[src/rtl/switch_pkg.sv]
// Shared constants and helpers for the push-button reader.
// Contents:
//   CLK_HZ               board clock frequency
//   DEF_DEBOUNCE_CYCLES  10 ms settle window at CLK_HZ
//   DEF_HOLD_CYCLES      1 s long-press window at CLK_HZ
//   cnt_width()          counter width needed to count n cycles
package switch_pkg;

  localparam int CLK_HZ              = 25_000_000;
  localparam int DEF_DEBOUNCE_CYCLES = CLK_HZ / 100;
  localparam int DEF_HOLD_CYCLES     = CLK_HZ;

  // ceil(log2(n)), never below 1 so tiny counts still get a real counter
  function automatic int cnt_width(input int n);
    return (n <= 2) ? 1 : $clog2(n);
  endfunction

endpackage

[src/rtl/switch_debounce_reader_channel.sv]
// One switch channel: 2-flop synchroniser, counter debouncer, registered
// rise/fall pulses and an optional long-press detector.
// Build option: SWITCH_DEBOUNCE_READER_HOLD_EN enables the hold counter;
// without it `hold` is constant 0.
// Ports:
//   clk, rst   clock, synchronous active-high reset
//   sw         raw asynchronous switch input (1 = pressed)
//   level      debounced level
//   rise/fall  one-cycle pulses on debounced 0->1 / 1->0
//   rise_next  combinational: rise will be high after the coming edge
//   hold       one-cycle long-press pulse
module debounce_channel
  import switch_pkg::*;
#(
  parameter int DEBOUNCE_CYCLES = DEF_DEBOUNCE_CYCLES,
  parameter int HOLD_CYCLES     = DEF_HOLD_CYCLES
) (
  input  logic clk,
  input  logic rst,
  input  logic sw,
  output logic level,
  output logic rise,
  output logic fall,
  output logic rise_next,
  output logic hold
);

  localparam int            DW      = cnt_width(DEBOUNCE_CYCLES);
  localparam logic [DW-1:0] DB_LAST = DW'(DEBOUNCE_CYCLES - 1);

  logic          s1, s2;
  logic [DW-1:0] cnt;
  logic          accept;

  // s2 has disagreed with the accepted level for the full window
  assign accept    = (s2 != level) && (cnt == DB_LAST);
  assign rise_next = accept && s2;

  always_ff @(posedge clk) begin
    if (rst) begin
      s1    <= 1'b0;
      s2    <= 1'b0;
      level <= 1'b0;
      cnt   <= '0;
      rise  <= 1'b0;
      fall  <= 1'b0;
    end else begin
      s1   <= sw;
      s2   <= s1;
      rise <= accept && s2;
      fall <= accept && !s2;
      if (s2 == level) begin
        cnt <= '0;
      end else if (cnt == DB_LAST) begin
        level <= s2;
        cnt   <= '0;
      end else begin
        cnt <= cnt + 1'b1;
      end
    end
  end

`ifdef SWITCH_DEBOUNCE_READER_HOLD_EN
  localparam int            HW     = cnt_width(HOLD_CYCLES);
  localparam logic [HW-1:0] H_LAST = HW'(HOLD_CYCLES - 1);
  localparam logic [HW-1:0] H_FIRE = HW'(HOLD_CYCLES - 2);

  logic [HW-1:0] hcnt;

  // Saturates at H_LAST, so the pulse fires only on the single step
  // H_FIRE -> H_LAST of each press.
  always_ff @(posedge clk) begin
    if (rst) begin
      hcnt <= '0;
      hold <= 1'b0;
    end else begin
      hold <= level && (hcnt == H_FIRE);
      if (!level)
        hcnt <= '0;
      else if (hcnt != H_LAST)
        hcnt <= hcnt + 1'b1;
    end
  end
`else
  assign hold = 1'b0;
`endif

endmodule

[src/rtl/switch_debounce_reader.sv]
// Go Board push-button reader: N_SW independent debounced channels plus
// a toggle bit per switch and a global accepted-press counter.
// Build option: SWITCH_DEBOUNCE_READER_HOLD_EN enables SW_HOLD pulses.
// Ports:
//   CLK, RST     25 MHz clock, synchronous active-high reset
//   SW           raw switch inputs, 1 = pressed
//   SW_LEVEL     debounced levels
//   SW_PRESS     one-cycle pulse on debounced press
//   SW_RELEASE   one-cycle pulse on debounced release
//   SW_TOGGLE    flips on each press (same edge as SW_PRESS)
//   PRESS_COUNT  total presses, all channels, one cycle after the pulses
//   SW_HOLD      one-cycle long-press pulse
module switch_debounce_reader
  import switch_pkg::*;
#(
  parameter int N_SW            = 4,
  parameter int DEBOUNCE_CYCLES = DEF_DEBOUNCE_CYCLES,
  parameter int HOLD_CYCLES     = DEF_HOLD_CYCLES,
  parameter int CNT_W           = 8
) (
  input  logic             CLK,
  input  logic             RST,
  input  logic [N_SW-1:0]  SW,
  output logic [N_SW-1:0]  SW_LEVEL,
  output logic [N_SW-1:0]  SW_PRESS,
  output logic [N_SW-1:0]  SW_RELEASE,
  output logic [N_SW-1:0]  SW_TOGGLE,
  output logic [CNT_W-1:0] PRESS_COUNT,
  output logic [N_SW-1:0]  SW_HOLD
);

  logic [N_SW-1:0]  rise_next;
  logic [CNT_W-1:0] press_sum;

  for (genvar g = 0; g < N_SW; g++) begin : g_ch
    debounce_channel #(
      .DEBOUNCE_CYCLES (DEBOUNCE_CYCLES),
      .HOLD_CYCLES     (HOLD_CYCLES)
    ) u_ch (
      .clk       (CLK),
      .rst       (RST),
      .sw        (SW[g]),
      .level     (SW_LEVEL[g]),
      .rise      (SW_PRESS[g]),
      .fall      (SW_RELEASE[g]),
      .rise_next (rise_next[g]),
      .hold      (SW_HOLD[g])
    );
  end

  // popcount of the registered press pulses; wraps naturally at CNT_W
  always_comb begin
    press_sum = '0;
    for (int i = 0; i < N_SW; i++)
      press_sum = press_sum + CNT_W'(SW_PRESS[i]);
  end

  always_ff @(posedge CLK) begin
    if (RST) begin
      SW_TOGGLE   <= '0;
      PRESS_COUNT <= '0;
    end else begin
      SW_TOGGLE   <= SW_TOGGLE ^ rise_next;
      PRESS_COUNT <= PRESS_COUNT + press_sum;
    end
  end

endmodule

[config.mk]
export PLATFORM = sky130hd
export DESIGN_NAME = switch_debounce_reader
export DESIGN_NICKNAME = d
export VERILOG_FILES = /design/src/rtl/switch_pkg.sv /design/src/rtl/switch_debounce_reader_channel.sv /design/src/rtl/switch_debounce_reader.sv
export SDC_FILE = /design/constraint.sdc
export NUM_CORES = 1
export LEC_CHECK = 0
export CAP_MARGIN = 0
export CORE_MARGIN = 2
export CORE_UTILIZATION = 35
export CTS_CLUSTER_DIAMETER = 120
export CTS_CLUSTER_SIZE = 16
export DETAILED_ROUTE_END_ITERATION = 10
export SYNTH_ARGS = -nofsm -noshare
export SYNTH_HDL_FRONTEND = slang
export SYNTH_HIERARCHICAL = 1
export SYNTH_SLANG_ARGS = --single-unit
[constraint.sdc]
create_clock -name CLK -period 2.55 [get_ports CLK]
set_clock_uncertainty 0.2 [all_clocks]
set_input_delay 0.255 -clock CLK [delete_from_list [all_inputs] [get_ports CLK]]
set_output_delay 0.255 -clock CLK [all_outputs]
set_load 0.02 [all_outputs]
-- Yosys cells after proc, flatten, opt, wreduce, memory -nomap -nowiden
Cells that the tools add are included.
- bits in registers: 104
- input port bits: 6
- output and inout bits: 28
- logic and storage cells: 75
- add/sub/neg operators: 8
- equal/unequal tests: 12
- bitwise gates (word level): 5
- reductions and logical operators: 24
- operators by type and width (kind ; count):
    $add A18 B1 Y18 const B ; 4
    $eq A18 B18 Y1 const B ; 4
    $logic_and A1 B1 Y1 ; 12
    $reduce_or A3 Y1 ; 4
    $add A8 B4 Y8 ; 1
    $reduce_and A2 Y1 ; 4
    $add A3 B1 Y4 ; 1
    $eq A1 B1 Y1 ; 4
    $logic_not A1 Y1 ; 4
    $ne A1 B1 Y1 ; 4
    $not A1 Y1 ; 4
    $xor A4 B4 Y4 ; 1
    $add A2 B1 Y3 ; 1
    $add A1 B1 Y2 ; 1

-- Logic depth before layout (Yosys ltp)
- word-level depth: 4
- depth in mapped cells: 8
- mapped depth without buffers: 8

-- By module
Netlist, hierarchy kept.
- modules (own cells, without submodules) (module ; times used ; cells an instance ; area each (µm²) ; sequential area each (µm²)):
    debounce_channel ; 4 ; 113 ; 1036.0 ; 460.4
    switch_debounce_reader ; 1 ; 50 ; 511.7 ; 240.2

-- Worst setup path before layout
Ideal clock, no wire load.
- path type: reg-to-reg
- start point: register g_ch[0].u_ch.rise
- end point: register PRESS_COUNT[1]
- setup time: 0.114 ns
- arrival time: 1.905 ns
- required time: 2.236 ns
- slack: 0.331 ns
- cell stages (with the launch flop): 7
- path buffers: 0
- clock period less this slack: 2.219 ns
- path through: dfxtp_1 > fa_1 > inv_1 > fa_1 > inv_1 > fa_1 > nor2b_1
- word-level cells in the longest chain between the ends: 4
- RTL lines (element ; RTL line ; source):
    from (decl) ; switch_debounce_reader_channel.sv:22 ; output logic rise,
    from (signal assigned) ; switch_debounce_reader_channel.sv:50 ; rise <= accept && s2;
    $add A1 B1 Y2 ; switch_debounce_reader.sv:55 ; press_sum = press_sum + CNT_W'(SW_PRESS[i]);
    $add A2 B1 Y3 ; switch_debounce_reader.sv:55 ;
    $add A3 B1 Y4 ; switch_debounce_reader.sv:55 ;
    $add A8 B4 Y8 ; switch_debounce_reader.sv:64 ; PRESS_COUNT <= PRESS_COUNT + press_sum;
    to (signal assigned) ; switch_debounce_reader.sv:64 ;
    to (decl) ; switch_debounce_reader.sv:28 ; output logic [CNT_W-1:0] PRESS_COUNT,
Every way passes these cells.
A chain may end at the register's enable or synchronous reset.

-- Final worst setup path
- start point: register g_ch[0].u_ch.rise
- end point: register PRESS_COUNT[6]
The elaborated chain is that of the path after synthesis.

==> results.sh <==
export IMPL_grt_pass1_vias=3487
export IMPL_routabilityCongestion=0.723
export IMPL_first_iter_violations=115
export IMPL_ys_seq_area_frac=0.447
export IMPL_grt_max_degree=26
export IMPL_syn_nets=516
export IMPL_synth_top_family_by_area="simple AND/OR/NAND/NOR gates"
export IMPL_synth_area_leaders="dfxtp_1, xor2_1, nor2_1, xnor2_1, nand3_1"
export IMPL_worstSetupPathType="reg -> reg"
export IMPL_post_route_min_period_ps=2240
export IMPL_cts_tree="done"
export IMPL_post_cts_setup_buffers=0
export IMPL_place_ws_ps=315
export IMPL_antenna_left=0
export IMPL_met2_length_mm=4.06
export IMPL_grt_overflow_total=0
export IMPL_sw_frac_of_total=0.204
export IMPL_synth_top_area_cell="dfxtp_1"
export IMPL_p_switching_uw=611
export IMPL_netlist_area_sq_um=4660
export IMPL_cts_root_buf="clkbuf_16"
export IMPL_rr_worst_depth=8
export IMPL_syn_to_final_growth_pct=17.1
export IMPL_synth_compound_area_share=0.0339
export IMPL_ctsHoldBuffers=0
export IMPL_finalSetupTns_ps=0
export IMPL_synth_mux_area_frac=0.00860
export IMPL_hold_start="g_ch[0].u_ch/s1"
export IMPL_rows=42
export IMPL_comb_power_share=0.018
export IMPL_wl_mm=9.07
export IMPL_numCtsBuffers=9
export IMPL_power_density_nw_per_um2=551
export IMPL_layout_commonest_cell="dfxtp_1"
export IMPL_final_instance_count_excl_fill=715
export IMPL_report_final_hold_viol_count=0
export IMPL_floorplan_initialDensity=0.354
export IMPL_wl_met3_um=407
export IMPL_r2r_start="g_ch[0].u_ch/rise"
export IMPL_ios=34
export IMPL_grt_first_pass_wirelength_mm=16.0
export IMPL_synth_simple_gate_area_share=0.319
export IMPL_path_clk_slew_ps=60
export IMPL_chipWidth_um=119
export IMPL_wl_met1_mm=4.46
export IMPL_ctsHtreeMaxLevel=3
export IMPL_antenna_found_initial=0
export IMPL_required_ps=2580
export IMPL_relSlewSlack=0.649
export IMPL_synthAdderAreaFrac=0.0263
export IMPL_drv_cap=0
export IMPL_dr_pass1_iters=4
export IMPL_cp_startpoint="g_ch[0].u_ch/rise"
export IMPL_final_net_count=548
export IMPL_place_inst=699
export IMPL_synthDistinctLibCells=33
export IMPL_syn_inst=502
export IMPL_tightest_slew_ps=520
export IMPL_startpoint_type="flop"
export IMPL_vias=3486
export IMPL_rr_endpoint="PRESS_COUNT[6]"
export IMPL_p_int_uw=2390
export IMPL_outcome="completed"
export IMPL_clock_sinks=104
export IMPL_grt_use_total=0.136
export IMPL_layout_drive_gt1_share=0.0891
export IMPL_fmax_mhz=446
export IMPL_regArea_sq_um=2080
export IMPL_pwr_share_clk=0.438
export IMPL_top_layer="met4"
export IMPL_synth_top_area_frac=0.447
export IMPL_die_h_um=119
export IMPL_arrival_ps=2270
export IMPL_nFillCells=1315
export IMPL_hold_path_class="reg -> reg"
export IMPL_layout_setup_ws_ps=310
export IMPL_clk_latency_ps=340
export IMPL_dieArea_sq_um=14200
export IMPL_fp_coreArea_sq_um=13100
export IMPL_final_max_slew_violation_count=0
export IMPL_synth_seq_cells=104
export IMPL_multiInputGateArea_sq_um=2430
export IMPL_drcViolationCount=0
export IMPL_reg2reg_slack_ps=310
export IMPL_cts_buffer_depth=2
export IMPL_crit_path_end="PRESS_COUNT[6]"
export IMPL_portBuffers=29
export IMPL_p_leak_uw=0.00177
export IMPL_rsz0062_at_grt="false"
export IMPL_p_seq_frac=0.545
export IMPL_diodes=0
export IMPL_post_drt_wl_per_cell_um=12.7
export IMPL_dpl_hpwl_mm=6.43
export IMPL_drt_vias_per_instance=4.88
export IMPL_setup_viol=0
export IMPL_timing_final_crit_share=0.878
export IMPL_final_cell_mix="dfxtp_1, nor2_1, xor2_1, xnor2_1, nand2_1"
export IMPL_cts_resized=0
export IMPL_yosysWarnings=6
export IMPL_crit_fanout=3
export IMPL_syn_avg_cell_area_sq_um=9.27
export IMPL_ir_worst_vdd_mv=0.292
export IMPL_synthXorXnorAreaFrac=0.132
export IMPL_crit_path_end_kind="flop"
==> per-stage QoR <==
stage                     instance area (sq um)   util  hold WS (ps)  total power [uW]
after floorplan                            4660      -           127              1700
after global placement                     5170  0.393           220              1720
after detailed placement                   5170  0.393           230              1730
after CTS                                  5450  0.415           241              3050
after global routing                       5450  0.415           254              3130
final                                      5450  0.415           238              3000
==> per-layer routing <==
metal,vias to the layer above,GRT usage
li1,1791,-
met1,1633,0.178
met2,53,0.215
met3,9,0.0421
met4,0,0.0463
met5,-,0
==> worst min path at each step <==
stage / to / slack, ps / depth (start not counted)
global placement: g_ch[3].u_ch/s2 / 220 / 1
global route: g_ch[0].u_ch/s1 / 250 / 2
detailed placement: g_ch[3].u_ch/s2 / 230 / 1
CTS: g_ch[2].u_ch/s2 / 240 / 1
floorplan: PRESS_COUNT[1] / 130 / 1
finish: g_ch[0].u_ch/s2 / 240 / 1
==> cell type report <==
type | instances | share of cell area
sequential | 104 | 0.382
inverter | 8 | 0.00551
multi-input combinational | 369 | 0.447
clock buffer | 13 | 0.0496
clock inverter | 3 | 0.00275
timing repair buffer | 42 | 0.0734
tap | 176 | 0.0404
==> worst max-delay path: stages (launching register included) <==
cell,delay [ps]
dfxtp_1,330
fa_1,530
inv_1,50
fa_1,390
inv_1,80
fa_1,230
nand3_1,110
xor2_1,160
nor2_1,50
==> logic make-up after synthesis <==
group / count (synthesis)
other: 4
adders and majority gates: 8
DFF: 104
AOI/OAI and AO/OA: 19
and+or+nand+nor: 264
muxes: 4
buffers and inverters: 29
xor gates and xnor gates: 70
==> synthesized netlist by cell type (all sizes together) <==
cell type / count
dfxtp: 104
nor2: 83
xor2: 37
xnor2: 33
nand2: 32
nand4: 28
nand3: 26
nor4: 20
buf: 16
nand2b: 16
nor3: 12
or4: 12
nor2b: 10
a21oi: 8
and4: 8
inv: 8
nor4b: 8
and3: 5
clkbuf: 5
ha: 5
and2: 4
conb: 4
mux2i: 4
o31ai: 4
o41ai: 4
fa: 3
o2111ai: 2
o21ai: 1
==> registers in the layout, summed over array words and instances (netlist names) <==
signal	count
g_ch.u_ch/cnt	72
PRESS_COUNT	8
SW_TOGGLE	4
g_ch.u_ch/fall	4
g_ch.u_ch/level	4
g_ch.u_ch/rise	4
g_ch.u_ch/s1	4
g_ch.u_ch/s2	4
==> power by group through the flow <==
stage | sequential [uW] | clock, uW | combinational, uW
floorplan | 1670 | 0 | 31.6
global placement | 1670 | 0 | 52.1
detailed placement | 1670 | 0 | 53.0
CTS | 1640 | 1360 | 53.0
global route | 1640 | 1440 | 58.5
finish | 1640 | 1320 | 52.8
No activity file was read; power rests on OpenSTA's default activity.
